File: src/rtl/frame_reader_pkg.sv
// frame_reader_pkg: shared display widths, reader state encoding and default frame size
package frame_reader_pkg;
  localparam int PIX_W = 16;
  localparam int ADDR_W = 8;
  localparam int DEF_WIDTH = 128;
  localparam int DEF_HEIGHT = 128;
  typedef enum logic [1:0] {IDLE, FETCH, DRAIN} state_t;
endpackage

File: src/rtl/frame_reader_raster_counter.sv
// frame_reader_raster_counter: raster-order col/row counters with wrap and last-pixel flags
module frame_reader_raster_counter
  import frame_reader_pkg::*;
#(
  parameter int WIDTH = DEF_WIDTH,
  parameter int HEIGHT = DEF_HEIGHT
) (
  input  logic              clk,
  input  logic              rst,
  input  logic              clr,
  input  logic              adv,
  output logic [ADDR_W-1:0] col,
  output logic [ADDR_W-1:0] row,
  output logic              last_col,
  output logic              last_frame
);
  localparam logic [ADDR_W-1:0] COL_MAX = ADDR_W'(WIDTH - 1);
  localparam logic [ADDR_W-1:0] ROW_MAX = ADDR_W'(HEIGHT - 1);
  assign last_col = col == COL_MAX;
  assign last_frame = last_col && row == ROW_MAX;
  always_ff @(posedge clk or posedge rst)
    if (rst) begin
      col <= '0;
      row <= '0;
    end else if (clr) begin
      col <= '0;
      row <= '0;
    end else if (adv) begin
      col <= last_col ? '0 : col + 1'b1;
      row <= last_col ? (row == ROW_MAX ? '0 : row + 1'b1) : row;
    end
endmodule

File: src/rtl/frame_reader.sv
// frame_reader: scans a pixel-memory window in raster order and streams it over valid/ready
module frame_reader
  import frame_reader_pkg::*;
#(
  parameter int WIDTH = DEF_WIDTH,
  parameter int HEIGHT = DEF_HEIGHT,
  parameter int X0 = 0,
  parameter int Y0 = 0
) (
  input  logic              clk,
  input  logic              rst,
  input  logic              start,
  output logic [ADDR_W-1:0] ram_addr_x,
  output logic [ADDR_W-1:0] ram_addr_y,
  input  logic [PIX_W-1:0]  ram_data,
  output logic [PIX_W-1:0]  pix_data,
  output logic              pix_valid,
  input  logic              pix_ready,
  output logic              pix_sof,
  output logic              pix_eol,
  output logic              pix_eof,
  output logic              busy
);
  if (WIDTH < 1 || HEIGHT < 1 || X0 < 0 || Y0 < 0 || X0 + WIDTH > 256 || Y0 + HEIGHT > 256)
    begin : g_bad_geometry
      $error("frame_reader: window does not fit the 8-bit address space");
    end
  state_t state, next;
  logic [ADDR_W-1:0] col, row;
  logic last_col, last_frame, load, accept;
  assign load = state == FETCH && (!pix_valid || pix_ready);
  assign accept = pix_valid && pix_ready;
  assign busy = state != IDLE;
  assign ram_addr_x = ADDR_W'(X0) + col;
  assign ram_addr_y = ADDR_W'(Y0) + row;
  frame_reader_raster_counter #(.WIDTH(WIDTH), .HEIGHT(HEIGHT)) u_cnt (
    .clk        (clk),
    .rst        (rst),
    .clr        (state == IDLE && start),
    .adv        (load),
    .col        (col),
    .row        (row),
    .last_col   (last_col),
    .last_frame (last_frame)
  );
  always_ff @(posedge clk or posedge rst)
    if (rst) state <= IDLE;
    else state <= next;
  always_comb begin
    next = state;
    if (state == IDLE && start) next = FETCH;
    else if (state == FETCH && load && last_frame) next = DRAIN;
    else if (state == DRAIN && accept) next = IDLE;
  end
  // Markers are latched with the pixel so they stay aligned through stalls
  always_ff @(posedge clk or posedge rst)
    if (rst) begin
      pix_data <= '0;
      pix_valid <= 1'b0;
      pix_sof <= 1'b0;
      pix_eol <= 1'b0;
      pix_eof <= 1'b0;
    end else if (load) begin
      pix_data <= ram_data;
      pix_valid <= 1'b1;
      pix_sof <= col == '0 && row == '0;
      pix_eol <= last_col;
      pix_eof <= last_frame;
    end else if (accept) begin
      pix_valid <= 1'b0;
      pix_sof <= 1'b0;
      pix_eol <= 1'b0;
      pix_eof <= 1'b0;
    end
endmodule

File: config.mk
export PLATFORM = sky130hd
export DESIGN_NAME = frame_reader
export DESIGN_NICKNAME = d
export VERILOG_FILES = /design/src/rtl/frame_reader_pkg.sv /design/src/rtl/frame_reader_raster_counter.sv /design/src/rtl/frame_reader.sv
export SDC_FILE = /design/constraint.sdc
export NUM_CORES = 1
export LEC_CHECK = 0
export BUFFER_PORTS_ARGS = -buffer_cell sky130_fd_sc_hd__buf_2
export CORE_MARGIN = 4
export CORE_UTILIZATION = 48
export CTS_CLUSTER_SIZE = 12
export DETAILED_ROUTE_END_ITERATION = 12
export PLACE_DENSITY = 0.76
export SLEW_MARGIN = 15
export SYNTH_ARGS = -nofsm -noshare
export SYNTH_HDL_FRONTEND = slang
export SYNTH_SLANG_ARGS = --single-unit
File: constraint.sdc
create_clock -name clk -period 3.5 [get_ports clk]
set_clock_uncertainty 0.1 [all_clocks]
set_input_delay 0.35 -clock clk [delete_from_list [all_inputs] [get_ports clk]]
set_output_delay 0.35 -clock clk [all_outputs]
set_load 0.02 [all_outputs]
==> flow_summary.toml <==
[min_path]
hold_path_class = "in2async"

[placement]
dp_hpwl_um = 2980
place_ws_ns = 1.49
gp_congestion = 0.835
placed_area_um2 = 2130
io_buffers = 56

[synthesis]
async_flop_share = 1.00
synthMuxAreaShare = 0.00555
synth_xor_area_frac = 0.0291
synthesis.area_um2 = 1800
synth_top_family_by_area = "simple AND/OR/NAND/NOR gates"
synthFlopType = "dfrtp_1"
seq_area_frac_synth = 0.527
synth_compound_area_frac = 0.0597
netlist_instances = 198
synth_fa_ha_area_frac = 0.0278
ys_warn_count = 0
synth_area_per_cell_um2 = 9.11
synth_cell_types = 31
synth_nets = 222
synth-simple-area-share = 0.313
ys_ff_latch = 38
synth_edf_count = 0

[setup_path]
critPathKind = "reg2reg"
r2r_slack_ns = 1.48
path_cells = "and2b_2, nand2_1, or4_1, nand3_1"
start_kind = "register"
cp_max_fo = 23
reg2reg_depth = 4
crit_slowest_cell = "or4_1"
cp_data_arrival_time_ns = 2.15
cp-end-kind = "register"
crit_required_ns = 3.62
critPathMaxStageDelay_ns = 0.65
r2r-start = "state[1]"
rr_endpoint = "u_cnt.col[7]"

[clocking]
cts_root_buf = "clkbuf_8"
htreeDepth = 2
clk_pin_slew_ns = 0.08
cts_made_buffers = 5
cts.hold.buffers_added = 0
cts_tree = "yes"
cts_max_path_buffers = 2
cts_resized = 0
postCtsSetupBuffers = 0
clk_latency_ns = 0.29
cts_sinks = 38

[routing]
ant_nets = 0
wirelength_um = 3910
dr_total_vias = 1556
first_pass_iters = 4
viasPerCell = 5.08
drtIter0Drc = 96
wire_per_inst_um = 12.8
drc = 0

[floorplan]
initial_utilization = 0.496
dieArea_um2 = 4800
coreArea_um2 = 3630
die_w_um = 69.3
fp-row-count = 22
ios = 57
die_h_um = 69.3

[timing]
fin_setup_tns_ns = 0
rsz0062_at_grt = "no"
hold_ws_ns = 0.0603
setup_viol = 0
final_max_slew_viol_count = 0
max-slew-margin-rel = 0.519
worst_pin_slew_ns = 0.720
final-hold-violation-count = 0
layout_min_cycle_time_ns = 2.02
period_share = 0.578
worst_slack_ns = 1.48
timing.fmax_mhz = 494

[finish]
final_common_cell = "nand2_1"
areaGrowthSynthToFinish_pct = 26.2
fin_area_um2 = 2270
finalNetCount = 281
drive_gt1_frac = 0.283
final_cell_mix = "65 x nand2_1, 56 x buf_2, 38 x dfrtp_1"
diodes = 0

[job]
cap_violations = 0

[global_routing]
grt_max_degree = 24
grt_overflow = 0
use_met3 = 0.0536
met2_usage = 0.280
grt_pass1_wl_um = 6760
grt_use_total = 0.174
grt_util_met1 = 0.224
antenna_found_initial = 0
busiest_layer = "met2"
grt_pass1_vias = 1446

[outcome]
status = "finished clean"

[pwr]
clkPwrFrac = 0.347
internal-power_w = 0.000913
leakage_nw = 1.18
power_w = 0.00132
peakVddDrop_mv = 0.600
power.density_nw_per_um2 = 580
power_switching_w = 0.000406
comb_power_share = 0.228
seqPwrFrac = 0.425
swShare = 0.308
## per-layer routing
layer	up-vias	wire length, µm	share of wire
li1	785	-	-
met1	733	1790	0.46
met2	33	1900	0.49
met3	5	184	0.047
met4	0	39	0.010
met5	-	0	0
## kinds of logic (layout without fill, tap and decap cells)
kind of cell    Yosys count  after routing
compound gates           18             18
xor+xnor                  6              6
fa+ha+maj                 4              4
buf+inv                  16             76
flops                    38             38
mux                       1              1
simple gates            115            115
## cells in the mapped netlist, drive strengths merged, types with 2 or more instances
cell type,count,area (µm²)
nand4,5,46.3
xnor2,4,35.0
nor3,4,20.0
ha,4,50.1
clkbuf,6,22.5
nor4,3,18.8
nand2b,3,21.3
or4,5,37.5
nor2,7,26.3
nand3,12,60.1
o21ai,3,15.0
xor2,2,17.5
nor4b,2,17.5
dfrtp,38,951
and4,2,17.5
nand2,65,244
a21oi,8,40.0
inv,9,33.8
o31ai,6,45.0
## critical path, delay by kind of cell, from the launching register on
| kind | cells | cell delay, ns |
|---|---|---|
| flops | 1 | 0.41 |
| simple gates | 4 | 1.44 |
## worst max-delay path by stage
| stage | slack [ns] | cells after the start | startpoint | end |
|---|---|---|---|---|
| after floorplan | 1.53 | 6 | u_cnt.col[1] | u_cnt.row[3] |
| after global placement | 1.54 | 4 | state[1] | u_cnt.col[7] |
| after detailed placement | 1.49 | 4 | state[1] | u_cnt.col[7] |
| after CTS | 1.47 | 4 | state[1] | u_cnt.col[7] |
| after global routing | 1.38 | 4 | state[1] | u_cnt.col[7] |
| final | 1.48 | 4 | state[1] | u_cnt.col[7] |
## power groups by stage
stage                     registers, W  clock network (W)  logic [W]
after floorplan               0.000635                  0   0.000123
after global placement        0.000569                  0   0.000302
after detailed placement      0.000568                  0   0.000307
after CTS                     0.000561           0.000464   0.000306
after global routing          0.000573           0.000486   0.000334
final                         0.000561           0.000457   0.000301
## state kept, by name, summed over array words and instances, names as in the netlist
register   flops
u_cnt.row      8
pix_eof        1
state          2
pix_eol        1
pix_data      16
u_cnt.col      8
pix_valid      1
pix_sof        1
## through the flow
step | utilization | instances
floorplan | - | 198
global placement | 0.587 | 298
detailed placement | 0.587 | 298
CTS | 0.626 | 306
global route | 0.626 | 306
finish | 0.626 | 306
## layout make-up
type / instances / area [µm²]
Clock buffer: 6 / 82.6
Clock inverter: 2 / 60.1
Fill cell: 326 / 1360
Inverter: 9 / 33.8
Multi-Input combinational cell: 144 / 785
Sequential cell: 38 / 951
Tap cell: 48 / 60.1
Timing Repair Buffer: 59 / 303
Note: power is estimated with default switching activity, not from simulation.
